**src/rtl/rand_traffic_gen.sv**
```systemverilog
// Multi-channel Bernoulli traffic source: per-channel LFSR arrivals, FIFO source queues, drop counters.
// Define RAND_TRAFFIC_TIMESTAMP_EN to stamp each queued entry with a free-running cycle count on ts_out.
module rand_traffic_gen #(
  parameter int          WIDTH    = 8,
  parameter int          CHANNELS = 4,
  parameter int          QDEPTH   = 4,
  parameter int          SEQ_W    = 16,
  parameter int          TS_W     = 16,
  parameter logic [31:0] SEED     = 32'h00000007
) (
  input  logic                      clk,
  input  logic                      reset,
  input  logic                      enable,
  input  logic [16:0]               rate,
  output logic [CHANNELS-1:0]       valid,
  input  logic [CHANNELS-1:0]       ready,
  output logic [CHANNELS*WIDTH-1:0] data_out,
  output logic [CHANNELS*SEQ_W-1:0] seq_out,
  output logic [CHANNELS*TS_W-1:0]  ts_out,
  output logic [CHANNELS*16-1:0]    drop_cnt
);

  localparam int          PW     = $clog2(QDEPTH);
  localparam int          CW     = PW + 1;
  localparam logic [CW-1:0] FULL = CW'(QDEPTH);
  localparam logic [31:0] GOLDEN = 32'h9E3779B9;

  function automatic logic [31:0] lfsr_step(input logic [31:0] x);
    return {x[30:0], x[0] ^ x[1] ^ x[21] ^ x[31]};
  endfunction

  // An all-zero LFSR would lock up, so such seeds are forced to 1.
  function automatic logic [31:0] nonzero(input logic [31:0] s);
    return (s == 32'd0) ? 32'd1 : s;
  endfunction

`ifdef RAND_TRAFFIC_TIMESTAMP_EN
  logic [TS_W-1:0] ts_cnt;

  always_ff @(posedge clk or posedge reset) begin
    if (reset) ts_cnt <= '0;
    else       ts_cnt <= ts_cnt + TS_W'(1);
  end
`endif

  for (genvar c = 0; c < CHANNELS; c++) begin : g_ch
    localparam logic [31:0] A_RAW  = SEED + 32'(c) * GOLDEN;
    localparam logic [31:0] A_SEED = nonzero(A_RAW);
    localparam logic [31:0] D_SEED = nonzero(~A_RAW);

    logic [31:0]      a_lfsr;
    logic [31:0]      d_lfsr;
    logic [SEQ_W-1:0] seq;
    logic [15:0]      drops;
    logic [PW-1:0]    wr_ptr;
    logic [PW-1:0]    rd_ptr;
    logic [CW-1:0]    count;
    logic [WIDTH-1:0] data_mem [QDEPTH];
    logic [SEQ_W-1:0] seq_mem  [QDEPTH];
    logic             arrive;
    logic             full;
    logic             pop;
    logic             push;
    logic             drop;

    // A pop in the same cycle frees a slot, so a full queue still accepts that arrival.
    always_comb begin
      arrive = enable && ({1'b0, a_lfsr[15:0]} < rate);
      full   = (count == FULL);
      pop    = (count != '0) && ready[c];
      push   = arrive && (!full || pop);
      drop   = arrive && full && !pop;
    end

    always_ff @(posedge clk or posedge reset) begin
      if (reset) begin
        a_lfsr <= A_SEED;
        d_lfsr <= D_SEED;
      end else if (enable) begin
        a_lfsr <= lfsr_step(a_lfsr);
        d_lfsr <= lfsr_step(d_lfsr);
      end
    end

    always_ff @(posedge clk or posedge reset) begin
      if (reset) begin
        seq   <= '0;
        drops <= '0;
      end else begin
        if (arrive)
          seq <= seq + SEQ_W'(1);
        if (drop && drops != 16'hFFFF)
          drops <= drops + 16'd1;
      end
    end

    always_ff @(posedge clk or posedge reset) begin
      if (reset) begin
        wr_ptr <= '0;
        rd_ptr <= '0;
        count  <= '0;
      end else begin
        if (push)
          wr_ptr <= wr_ptr + PW'(1);
        if (pop)
          rd_ptr <= rd_ptr + PW'(1);
        if (push && !pop)
          count <= count + CW'(1);
        else if (pop && !push)
          count <= count - CW'(1);
      end
    end

    // Storage is cleared on reset so the head outputs read zero; WIDTH is assumed <= 32.
    always_ff @(posedge clk or posedge reset) begin
      if (reset) begin
        for (int i = 0; i < QDEPTH; i++) begin
          data_mem[i] <= '0;
          seq_mem[i]  <= '0;
        end
      end else if (push) begin
        data_mem[wr_ptr] <= d_lfsr[WIDTH-1:0];
        seq_mem[wr_ptr]  <= seq;
      end
    end

    assign valid[c]                    = (count != '0);
    assign data_out[c*WIDTH +: WIDTH]  = data_mem[rd_ptr];
    assign seq_out[c*SEQ_W +: SEQ_W]   = seq_mem[rd_ptr];
    assign drop_cnt[c*16 +: 16]        = drops;

`ifdef RAND_TRAFFIC_TIMESTAMP_EN
    logic [TS_W-1:0] ts_mem [QDEPTH];

    always_ff @(posedge clk or posedge reset) begin
      if (reset) begin
        for (int i = 0; i < QDEPTH; i++)
          ts_mem[i] <= '0;
      end else if (push) begin
        ts_mem[wr_ptr] <= ts_cnt;
      end
    end

    assign ts_out[c*TS_W +: TS_W] = ts_mem[rd_ptr];
`else
    assign ts_out[c*TS_W +: TS_W] = '0;
`endif
  end

endmodule
```
**config.mk**
```make
export PLATFORM = sky130hd
export DESIGN_NAME = rand_traffic_gen
export DESIGN_NICKNAME = d
export VERILOG_FILES = /design/src/rtl/rand_traffic_gen.sv
export SDC_FILE = /design/constraint.sdc
export NUM_CORES = 1
export LEC_CHECK = 0
export ABC_AREA = 1
export CAP_MARGIN = 20
export CORE_ASPECT_RATIO = 0.6
export CORE_UTILIZATION = 45
export DETAILED_ROUTE_END_ITERATION = 6
export PLACE_DENSITY = 0.68
export REMOVE_ABC_BUFFERS = 1
export SYNTH_ARGS = -nofsm -noshare
export SYNTH_HDL_FRONTEND = slang
export SYNTH_SLANG_ARGS = --single-unit
```
**constraint.sdc**
```tcl
create_clock -name clk -period 31.3 [get_ports clk]
set_input_delay 9.39 -clock clk [delete_from_list [all_inputs] [get_ports clk]]
set_output_delay 9.39 -clock clk [all_outputs]
set_load 0.05 [all_outputs]
```
==> Word-level counts from Yosys, hierarchy flattened <==
Index checks and enable logic that the tools add are counted.
{ "op_classes": {"add_sub_neg": 24, "n_lt_le_gt_ge": 16, "eq_ne": 8, "mux": 56, "n_bitwise": 32, "n_reduce_logical": 60} }
{ "ops": {"columns": ["cell", "count"], "rows": [
  ["64-bit bitwise mux", 4],
  ["16-bit 2-to-1 mux", 12],
  ["16-bit by 1-bit adder with 16-bit output (second input constant)", 8],
  ["16-bit binary-select mux with 2-bit select", 4],
  ["32-bit bitwise mux", 4],
  ["16-bit demux with 2-bit select", 4],
  ["8-bit 2-to-1 mux", 12],
  ["16-bit by 17-bit < comparator with 1-bit output", 4],
  ["8-bit binary-select mux with 2-bit select", 4],
  ["8-bit demux with 2-bit select", 4],
  ["16-bit inequality test (second input constant)", 4],
  ["1-bit logical AND", 36],
  ["3-bit >= comparator (second input constant)", 8],
  ["3-bit 2-to-1 mux", 8],
  ["2-bit inverter with 3-bit output", 8],
  ["1-bit bitwise XOR", 24],
  ["2-bit by 1-bit adder with 2-bit output (second input constant)", 8],
  ["3-bit by 1-bit adder with 3-bit output (second input constant)", 4],
  ["3-bit equality test (second input constant)", 4],
  ["1-bit zero test", 12],
  ["3-bit by 1-bit < comparator with 1-bit output (second input constant)", 4],
  ["3-bit nonzero test", 4],
  ["3-bit by 1-bit subtractor with 3-bit output (second input constant)", 4],
  ["2-bit nonzero test", 4],
  ["1-bit logical OR", 4]
]} }
{ "totals": {"register_bits": 796, "input_bits": 24, "word_cells": 256} }

==> Depth between registers and ports, before layout <==
{ "depth": {"word_depth": 8, "ltp_mapped": 19, "depth_no_buf": 18} }

==> Worst setup path before layout <==
OpenSTA, ideal clock, no wires.
{ "synth_timing": {"path_type": "input -> register", "from": "in rate[14]", "to": "reg g_ch[2].count[1]", "t_arrival_ns": 11.562, "required_ns": 31.175, "path_slack_ns": 19.614, "cell_stages": 14, "path_cell_list": "inv_1 > ha_1 > a21oi_1 > nor2_1 > nor2_1 > nand2_1 > nor2_2 > nand2_1 > clkbuf_1 > nor2_1 > ha_1 > inv_1 > fa_1 > mux2_2"} }
{ "synth_between": {"elab_chain_cells": 6} }
{ "synth_lines": {"columns": ["item", "line", "rtl"], "rows": [
  ["start: declaration", "14", "input logic [16:0] rate,"],
  ["16-bit by 17-bit < comparator with 1-bit output *", "68", "arrive = enable && ({1'b0, a_lfsr[15:0]} < rate);"],
  ["1-bit logical AND *", "68", null],
  ["1-bit logical AND *", "71", "push = arrive && (!full || pop);"],
  ["via g_ch[2].push", "63", "logic push;"],
  ["1-bit zero test", "109", "else if (pop && !push)"],
  ["1-bit logical AND", "109", null],
  ["2-bit nonzero test (no source line)", null, null],
  ["end signal: assignment", "108", "count <= count + CW'(1);"],
  ["end signal: assignment", "110", "count <= count - CW'(1);"],
  ["end: declaration", "57", "logic [CW-1:0] count;"]
]} }
Mark *: on every way through the listed nets, which the timed path passes. The rest lies on a longest branch.
A chain may end at the register's enable or synchronous reset.

==> flow_summary.yaml <==
critical_path:
  required_ns: 31.95
  crit_slowest_cell: "buf_4"
  cpMostUsedCell: "buf_4"
  cp-start-kind: "primary input"
  cpPeakStageDelay_ns: 0.87
  path_depth: 6
  end_kind: "async pin"
  cp-endpoint: "g_ch[1].count[1]$_DFFE_PP0P_"
  critPathBufInv: 6
  worstSetupStartpoint: "reset"
  r2r_end: "g_ch[2].drops[14]$_DFFE_PP0P_"
  path_cells: "clkdlybuf4s50_1 > inv_8 > buf_4 > buf_4 > buf_4 > buf_4"
  critical_path_class: "primary input to async pin"
  rr_startpoint: "g_ch[2].a_lfsr[8]$_DFFE_PP1P_"
  crit_fanout: 111
  ff2ff_setup_slack_ns: 27.43
  reg2reg_depth: 11
  critical-path-top-delay-family: "buffers and inverters"
  crit_arrival_ns: 13.88
global_route:
  grt_pass1_wl_um: 155000
  antenna_found_initial: 1
  grt.total_usage_pct: 22.1
  grt_overflow: 0
  grt_pass1_vias: 28430
  grt_max_degree: 197
routing:
  route.detailed.drc: 0
  routed_via_density: 5.12
  wl_per_cell_um: 15.9
  dr.pass1.iters: 5
  drt_iter0_drc: 2815
  ant_nets: 0
  vias: 30377
  routed_wl_um: 94300
synth:
  synth_area_per_cell_um2: 8.19
  synth_edf_count: 0
  ys_top_cells_by_area: "dfrtp_1 (44%), nand2_1 (16%), dfstp_2 (8.8%), o21ai_0 (4.9%), nor2_1 (4.3%)"
  ys_seq_area_share_pct: 52.5
  syn_inst: 4671
  synth_area_um2: 38200
  synth_ff_type: "dfrtp_1"
  ys_seq_elements: 796
  synth_cell_types: 38
  ys_warn_count: 0
  yosys.area.top_type_share_pct: 43.7
  yosysTopAreaCell: "dfrtp_1"
  async_flop_share_pct: 100
cells_and_area:
  final_common_cell: "nand2_1"
  fill_cells: 7759
  nNetsFinal: 4857
  final_cell_mix: "nand2_1 (1667), dfrtp_1 (668), nor2_1 (439)"
  layout-drive-gt1-share_pct: 7.42
  area_growth_syn_to_layout_pct: 13.2
placement:
  io_buffers: 187
  dp_hpwl_um: 58900
  dp_slack_ns: 17.12
  place.gp.congestion: 0.898
die:
  start_util_pct: 45.6
  die_area_um2: 86200
  rows: 82
  die_w_um: 378
  fp.dieH_um: 228
  core_area_um2: 83800
  io_pins: 252
cts:
  clock_latency_ns: 0.67
  cts.clk_slew.worst_paths_ns: 0.06
  ctsHtreeMaxLevel: 3
  post_cts_buffers: 0
  post_cts_resized: 0
  cts_hold_buf: 0
  cts_tree: "yes"
  cts-root-buf: "clkbuf_16"
  cts_buffer_depth: 3
  cts.sinks: 796
  numCtsBuffers: 77
sta:
  finalSetupViolations: 0
  fin_ws_ns: 18.07
  skew_ns: 0.0321
  rsz0062_at_grt: "no"
  holdWs_ns: 0.465
  drv_slew: 0
  final-hold-violation-count: 0
  period_needed_ns: 13.23
  final.period_utilization_pct: 42.3
  fmax_ghz: 0.0756
  slew_headroom_pct: 32.4
  worstMarginPinSlew_ns: 1.01
power_and_ir_drop:
  ir_worst_vdd_v: 0.000107
  leakage_nw: 21.2
  power.density_nw_per_um2: 101
flow_run:
  drv_cap: 0
run_status:
  status: "completed"
worst_hold_path:
  worst_hold_path_type: "register to register"
==> worst reg2reg max path, stage by stage (launching register included) <==
cell and delay [ns]:
dfstp_2 0.53, ha_1 0.25, a21o_1 0.19, nor2_1 0.14
nand2_1 0.12, nand2_1 0.19, inv_1 0.10, nor2_4 0.42
buf_4 0.84, nand2_1 0.72, nand2_1 0.19, nand2_1 0.08
==> cell families (layout without fill, tap and decap cells) <==
group	after synthesis	after routing	synth area share [%]
AND/OR/NAND/NOR	2410	2410	25.5
flip-flops	796	796	52.5
AO/OA/AOI/OAI	627	627	8.62
buffers and inverters	609	675	7.08
XOR/XNOR	128	128	2.93
adder cells (fa/ha/maj)	92	92	3.09
multiplexers	8	8	0.236
other	1	65	0.00981
==> Yosys cell counts (9+ instances only) <==
cell      number
o22ai_1       96
nor2_1       440
nand4_1      128
dfrtp_1      668
dfstp_2      128
inv_1        291
ha_1          88
a21oi_1      148
nor3_1        38
nand3_1       86
nand2_1     1667
nand3b_1      11
nor2_2        12
o21ai_0      372
nor2_4         9
xnor2_1       41
clkbuf_1     143
buf_2         77
buf_1         12
buf_4         77
xor2_1        87
==> cell type report <==
cell class                      count  area (um^2)  share of cell area (%)
Sequential cell                   796        20100                    46.4
Multi-Input combinational cell   3329        15700                    36.3
Timing Repair Buffer              242         2300                    5.32
Clock buffer                      109         2210                    5.10
Tap cell                         1134         1420                    3.28
Inverter                          295         1110                    2.58
Clock inverter                     29          448                    1.03
Antenna cell                        1         2.50                 0.00578
==> report_power, final <==
group          internal (mW)  leakage (nW)  switching, mW
Combinational          0.552          10.0           1.24
Clock                  0.578          1.30          0.412
Sequential              1.35          9.92          0.237
==> per-layer routing <==
layer / up-vias / GRT usage [%] / part of all wire [%]
met5: - / 0 / 0
met4: 0 / 4.98 / 2.0
met3: 122 / 4.37 / 7.0
met2: 904 / 30.8 / 42
met1: 14428 / 34.8 / 49
li1: 14923 / - / -
==> state kept, by name, indices dropped and copies added, names as in the netlist <==
name           flops
g_ch.a_lfsr      128
g_ch.drops        64
g_ch.count        12
g_ch.rd_ptr        8
g_ch.wr_ptr        8
g_ch.d_lfsr      128
g_ch.seq_mem     256
g_ch.data_mem    128
g_ch.seq          64
==> worst min-delay path by stage <==
stage / start / to / slack [ns] / cells past startpoint
2_1_floorplan: g_ch[2].data_mem[15]$_DFFE_PP0P_ / g_ch[2].data_mem[15]$_DFFE_PP0P_ / 0.44 / 2
3_3_place_gp: g_ch[2].seq_mem[16]$_DFFE_PP0P_ / g_ch[2].seq_mem[16]$_DFFE_PP0P_ / 0.45 / 2
3_5_place_dp: g_ch[2].seq_mem[17]$_DFFE_PP0P_ / g_ch[2].seq_mem[17]$_DFFE_PP0P_ / 0.45 / 2
4_1_cts: g_ch[2].seq_mem[16]$_DFFE_PP0P_ / g_ch[2].seq_mem[16]$_DFFE_PP0P_ / 0.47 / 2
5_1_grt: g_ch[2].seq_mem[20]$_DFFE_PP0P_ / g_ch[2].seq_mem[20]$_DFFE_PP0P_ / 0.48 / 2
6_report: g_ch[2].seq_mem[17]$_DFFE_PP0P_ / g_ch[2].seq_mem[17]$_DFFE_PP0P_ / 0.46 / 2
==> metrics by stage <==
stage / cell area [um^2] / utilization [%] / TNS (ns) / instances / power [mW]
global route: 43300 / 51.6 / 0 / 5935 / 4.63
detailed placement: 40600 / 48.5 / 0 / 5796 / 3.38
CTS: 43300 / 51.6 / 0 / 5934 / 4.39
finish: 43300 / 51.6 / 0 / 5935 / 4.37
floorplan: 36900 / - / -153.76 / 4420 / 2.74
global placement: 40600 / 48.5 / 0 / 5796 / 3.35
Note: power is estimated with default switching activity, not from simulation.
